$ cat src/rtl/modinv_helper_reduce_precalc.sv
// Modular-halving precalc: streams s and q word-serially and writes both
// halving candidates u = s>>1 and v = (s+q)>>1 (carry into the top bit).
module modinv_helper_reduce_precalc #(
  parameter int unsigned BUFFER_NUM_WORDS = 9,
  parameter int unsigned BUFFER_ADDR_BITS = 4
) (
  input  logic                        clk,
  input  logic                        rst_n,
  input  logic                        ena,
  output logic                        rdy,
  output logic [BUFFER_ADDR_BITS-1:0] s_addr,
  output logic [BUFFER_ADDR_BITS-1:0] q_addr,
  input  logic [31:0]                 s_din,
  input  logic [31:0]                 q_din,
  output logic [BUFFER_ADDR_BITS-1:0] u_addr,
  output logic [BUFFER_ADDR_BITS-1:0] v_addr,
  output logic                        u_wren,
  output logic                        v_wren,
  output logic [31:0]                 u_dout,
  output logic [31:0]                 v_dout
);

  localparam int unsigned N     = BUFFER_NUM_WORDS;
  localparam int unsigned AW    = BUFFER_ADDR_BITS;
  localparam int unsigned CNT_W = $clog2(N + 4);

  localparam logic [CNT_W-1:0] CNT_ONE      = CNT_W'(1);
  localparam logic [CNT_W-1:0] CNT_TWO      = CNT_W'(2);
  localparam logic [CNT_W-1:0] CNT_WR_FIRST = CNT_W'(4);
  localparam logic [CNT_W-1:0] CNT_RD_LAST  = CNT_W'(N);
  localparam logic [CNT_W-1:0] CNT_ADD_LAST = CNT_W'(N + 1);
  localparam logic [CNT_W-1:0] CNT_FLUSH    = CNT_W'(N + 2);
  localparam logic [CNT_W-1:0] CNT_LAST     = CNT_W'(N + 3);

  logic [CNT_W-1:0] cnt_q, cnt_d;
  logic             rdy_q, rdy_d;
  logic [AW-1:0]    rd_addr_q, rd_addr_d;
  logic [AW-1:0]    wr_addr_q, wr_addr_d;
  logic             wren_q, wren_d;
  logic             carry_q, carry_d;
  logic [31:0]      cur_s_q, cur_s_d, prev_s_q, prev_s_d;
  logic [31:0]      cur_sum_q, cur_sum_d, prev_sum_q, prev_sum_d;
  logic [32:0]      sum_c;

  // Sequencer plus registered address/enable, all derived from the next count
  always_comb begin
    cnt_d     = cnt_q;
    rd_addr_d = '0;
    wr_addr_d = '0;
    wren_d    = 1'b0;

    if (cnt_q == '0) begin
      if (ena) cnt_d = CNT_ONE;
    end else if (cnt_q == CNT_LAST) begin
      cnt_d = '0;
    end else begin
      cnt_d = cnt_q + CNT_ONE;
    end

    rdy_d = (cnt_d == '0);

    if (cnt_d >= CNT_ONE && cnt_d <= CNT_RD_LAST) begin
      rd_addr_d = AW'(cnt_d - CNT_ONE);
    end

    if (cnt_d >= CNT_WR_FIRST && cnt_d <= CNT_LAST) begin
      wren_d    = 1'b1;
      wr_addr_d = AW'(cnt_d - CNT_WR_FIRST);
    end
  end

  // Word-serial adder feeding the two-deep (cur/prev) word pipeline
  always_comb begin
    sum_c      = {1'b0, s_din} + {1'b0, q_din} + {32'b0, carry_q};
    carry_d    = carry_q;
    cur_s_d    = cur_s_q;
    prev_s_d   = prev_s_q;
    cur_sum_d  = cur_sum_q;
    prev_sum_d = prev_sum_q;

    if (cnt_q == CNT_ONE) begin
      carry_d = 1'b0;
    end else if (cnt_q >= CNT_TWO && cnt_q <= CNT_ADD_LAST) begin
      carry_d    = sum_c[32];
      cur_s_d    = s_din;
      prev_s_d   = cur_s_q;
      cur_sum_d  = sum_c[31:0];
      prev_sum_d = cur_sum_q;
    end else if (cnt_q == CNT_FLUSH) begin
      // Virtual word N: zero above s, final carry above the sum
      cur_s_d    = '0;
      prev_s_d   = cur_s_q;
      cur_sum_d  = {31'b0, carry_q};
      prev_sum_d = cur_sum_q;
    end
  end

  always_ff @(posedge clk or negedge rst_n) begin
    if (!rst_n) begin
      cnt_q      <= '0;
      rdy_q      <= 1'b1;
      rd_addr_q  <= '0;
      wr_addr_q  <= '0;
      wren_q     <= 1'b0;
      carry_q    <= 1'b0;
      cur_s_q    <= '0;
      prev_s_q   <= '0;
      cur_sum_q  <= '0;
      prev_sum_q <= '0;
    end else begin
      cnt_q      <= cnt_d;
      rdy_q      <= rdy_d;
      rd_addr_q  <= rd_addr_d;
      wr_addr_q  <= wr_addr_d;
      wren_q     <= wren_d;
      carry_q    <= carry_d;
      cur_s_q    <= cur_s_d;
      prev_s_q   <= prev_s_d;
      cur_sum_q  <= cur_sum_d;
      prev_sum_q <= prev_sum_d;
    end
  end

  assign rdy    = rdy_q;
  assign s_addr = rd_addr_q;
  assign q_addr = rd_addr_q;
  assign u_addr = wr_addr_q;
  assign v_addr = wr_addr_q;
  assign u_wren = wren_q;
  assign v_wren = wren_q;
  // Right shift across the word boundary: low bit of the next word on top
  assign u_dout = {cur_s_q[0], prev_s_q[31:1]};
  assign v_dout = {cur_sum_q[0], prev_sum_q[31:1]};

endmodule

$ cat config.mk
export PLATFORM = sky130hd
export DESIGN_NAME = modinv_helper_reduce_precalc
export DESIGN_NICKNAME = d
export VERILOG_FILES = /design/src/rtl/modinv_helper_reduce_precalc.sv
export SDC_FILE = /design/constraint.sdc
export NUM_CORES = 1
export LEC_CHECK = 0
export ABC_AREA = 1
export CAP_MARGIN = 25
export CORE_ASPECT_RATIO = 1.1
export CORE_MARGIN = 5
export CORE_UTILIZATION = 34
export CTS_BUF_LIST = sky130_fd_sc_hd__clkbuf_8
export DETAILED_ROUTE_END_ITERATION = 16
export PLACE_DENSITY_LB_ADDON = 0.12
export SLEW_MARGIN = 40
export SYNTH_ARGS = -nofsm -noshare
export SYNTH_HDL_FRONTEND = slang
export SYNTH_SLANG_ARGS = --single-unit
$ cat constraint.sdc
create_clock -name clk -period 2.5 [get_ports clk]
set_input_delay 0.625 -clock clk [delete_from_list [all_inputs] [get_ports clk]]
set_output_delay 0.625 -clock clk [all_outputs]
set_load 0.005 [all_outputs]
==> results_dict.tcl <==
set metrics [dict create \
    worstSetupStartpointType "input port" \
    drive_gt1_share_pct 7.97 \
    cts_tree "built" \
    drtIter0Drc 388 \
    synth.distinct_cells 31 \
    placed_cells 1611 \
    synth_most_common_cell "nand2_1" \
    dr.pass1.iters 5 \
    hold_path_class "input port to async pin" \
    skew_ns 0.0177 \
    post-cts-setup-buffer-count 0 \
    synth_top_cells_by_count "nand2_1 (594), inv_1 (142), dfrtp_1 (140), nor2_1 (62), ha_1 (40)" \
    synth_area_leader_cell "dfrtp_1" \
    core_sq_um 23000 \
    area_growth_pct 32.6 \
    p_total_uw 12700 \
    synth_area_leaders "dfrtp_1 (44%), nand2_1 (28%), inv_1 (6.7%)" \
    ir_drop_mv 1.06 \
    hold_violations 0 \
    root_buffer "clkbuf_8" \
    cp.required_ns 2.83 \
    min_period_over_period_pct 92.6 \
    setup_violations 0 \
    diodes 0 \
    holdBufCountCts 0 \
    grt_usage_pct 17.4 \
    ys.flop_type "dfrtp_1" \
    syn-cell-area_sq_um 7980 \
    start_util_pct 34.7 \
    fmax_ghz 0.432 \
    via_per_inst 4.43 \
    die_w_um 156 \
    p_leak_uw 0.00580 \
    chipHeight_um 171 \
    synth_async_sr_flop_share_pct 100 \
    synth_edf_count 0 \
    status "finished clean" \
    final_max_slew_viol_count 0 \
    cp.arrival_ns 2.65 \
    finalCoreUtilization_pct 46.0 \
    r2r_cells 9 \
    grt_pass1_vias 7238 \
    grt_busiest_layer "met2" \
    fin_cells 1643 \
    fin_setup_tns_ns 0 \
    place_congestion 0.840 \
    power_density_nw_per_um2 1200 \
    worstMarginPinSlew_ns 0.591 \
    dieArea_sq_um 26600 \
    antenna_left 0 \
    end_kind "flop" \
    rrSetupSlack_ns 0.41 \
    wl_mm 22.5 \
    period_needed_ns 2.32 \
    antenna_found_initial 0 \
    clock_path_buffers 2 \
    met1_usage_pct 23.9 \
    clk_latency_ns 0.45 \
    std_cell_rows 58 \
    cts.sinks 141 \
    drc_errors 0 \
    cts_made_buffers 17 \
    relSlewSlack_pct 60.6 \
    cap_viol_max_count 0 \
    io_pins 150 \
    globalRouteMet2Util_pct 28.6 \
    gr-usage-met3_pct 3.24 \
    wl_per_cell_um 13.7 \
    syn_nets 1244 \
    avgSynthCellArea_sq_um 7.03 \
    grt_pass1_wl_mm 37.1 \
    layout.nets 1439 \
    htreeDepth 4 \
    grt_start_max_net_pins 106 \
    hpwl_mm 16.9 \
    crit_type "input port to flop" \
    io_buffers 149 \
    syn_inst 1135 \
    yosys_warnings 0 \
    yosysSeqAreaShare_pct 44.2 \
    clkTransAtPathRegs_ns 0.09 \
    overflow 0 \
    routed-via-count 7276 \
    worst-path-max-fanout 3 \
    synth_top_area_share_pct 43.9 \
    ys_seq_elements 141 \
]
==> area by class of cell <==
class | count | area, sq um
Multi-Input combinational cell | 814 | 3690
Fill cell | 2415 | 12400
Clock buffer | 18 | 248
Sequential cell | 141 | 3530
Timing Repair Buffer | 213 | 2040
Inverter | 143 | 537
Clock inverter | 14 | 169
Tap cell | 300 | 375
==> stage by stage <==
| stage | hold WS, ns | instance area, sq um | setup slack [ns] |
|---|---|---|---|
| finish | 0.160 | 10600 | 0.184 |
| global route | 0.183 | 10600 | -0.00889 |
| CTS | 0.148 | 10600 | 0.0932 |
| detailed placement | 0.454 | 10200 | -0.392 |
| global placement | 0.451 | 10200 | -0.346 |
| floorplan | 0.329 | 7980 | 0.249 |
==> per-layer routing <==
metal | wire length [um] | vias up | part of all wire, %
met2 | 10200 | 139 | 45
met4 | 232 | 0 | 1.0
met3 | 1020 | 16 | 4.5
met5 | 0 | - | 0
met1 | 11000 | 3317 | 49
li1 | - | 3804 | -
==> logic make-up (layout without fill, tap and decap cells) <==
group	after synthesis	after routing	share of synthesized area, %
flops	141	141	44.2
xor+xnor	5	5	0.549
compound gates	56	56	4.00
buf+inv	180	388	9.83
simple gates	711	711	34.6
fa+ha+maj	42	42	6.77
==> worst max-delay path, cell delays in order <==
cell,delay [ns]
clkdlybuf4s50_1,0.47
inv_1,0.06
fa_2,0.41
inv_2,0.10
fa_2,0.23
nand3_1,0.08
nand3_1,0.10
buf_4,0.13
nand3_1,0.06
nand3_1,0.10
nand2_1,0.08
nand2_1,0.06
nand2_1,0.05
nand3_1,0.06
nand2_1,0.05
==> where the power goes <==
group	switching, uW	internal, uW	total (uW)
logic	3800	2810	6610
clock network	957	1010	1970
registers	653	3520	4170
==> state kept, by name, indices dropped and copies added, names as in the netlist <==
name	count
u_wren	1
prev_sum_q	31
cnt_q	4
cur_sum_q	32
q_addr	4
carry_q	1
u_addr	4
cur_s_q	32
prev_s_q	31
rdy	1
==> worst paths after layout <==
path | startpoint | end
max | s_din[0] | cur_sum_q[28]
min | rst_n | prev_sum_q[8]
max reg2reg | cnt_q[0] | prev_sum_q[15]
min reg2reg | cur_sum_q[21] | prev_sum_q[21]
max in group asynchronous | rst_n | prev_sum_q[27]
min in group clk | cur_sum_q[21] | prev_sum_q[21]
==> cell usage in the layout (no fill, tap or decap), types with 4 or more instances in the layout <==
master / instances
clkdlybuf4s50_1: 148
buf_4: 59
ha_1: 40
nand2_1: 593
inv_1: 143
a21oi_1: 20
o21ai_0: 27
dfrtp_1: 140
nor3_1: 5
buf_12: 5
nand3_1: 37
xnor2_1: 4
nand3b_1: 4
nor2_1: 62
clkbuf_8: 18
==> what timing repair did <==
| action | 4_1_cts | 5_1_grt |
|---|---|---|
| gates resized for setup | 0 | 4 |
| setup endpoints to repair | 0 | 13 |
| hold endpoints to repair | 0 | 0 |
Note: power is estimated with default switching activity, not from simulation.
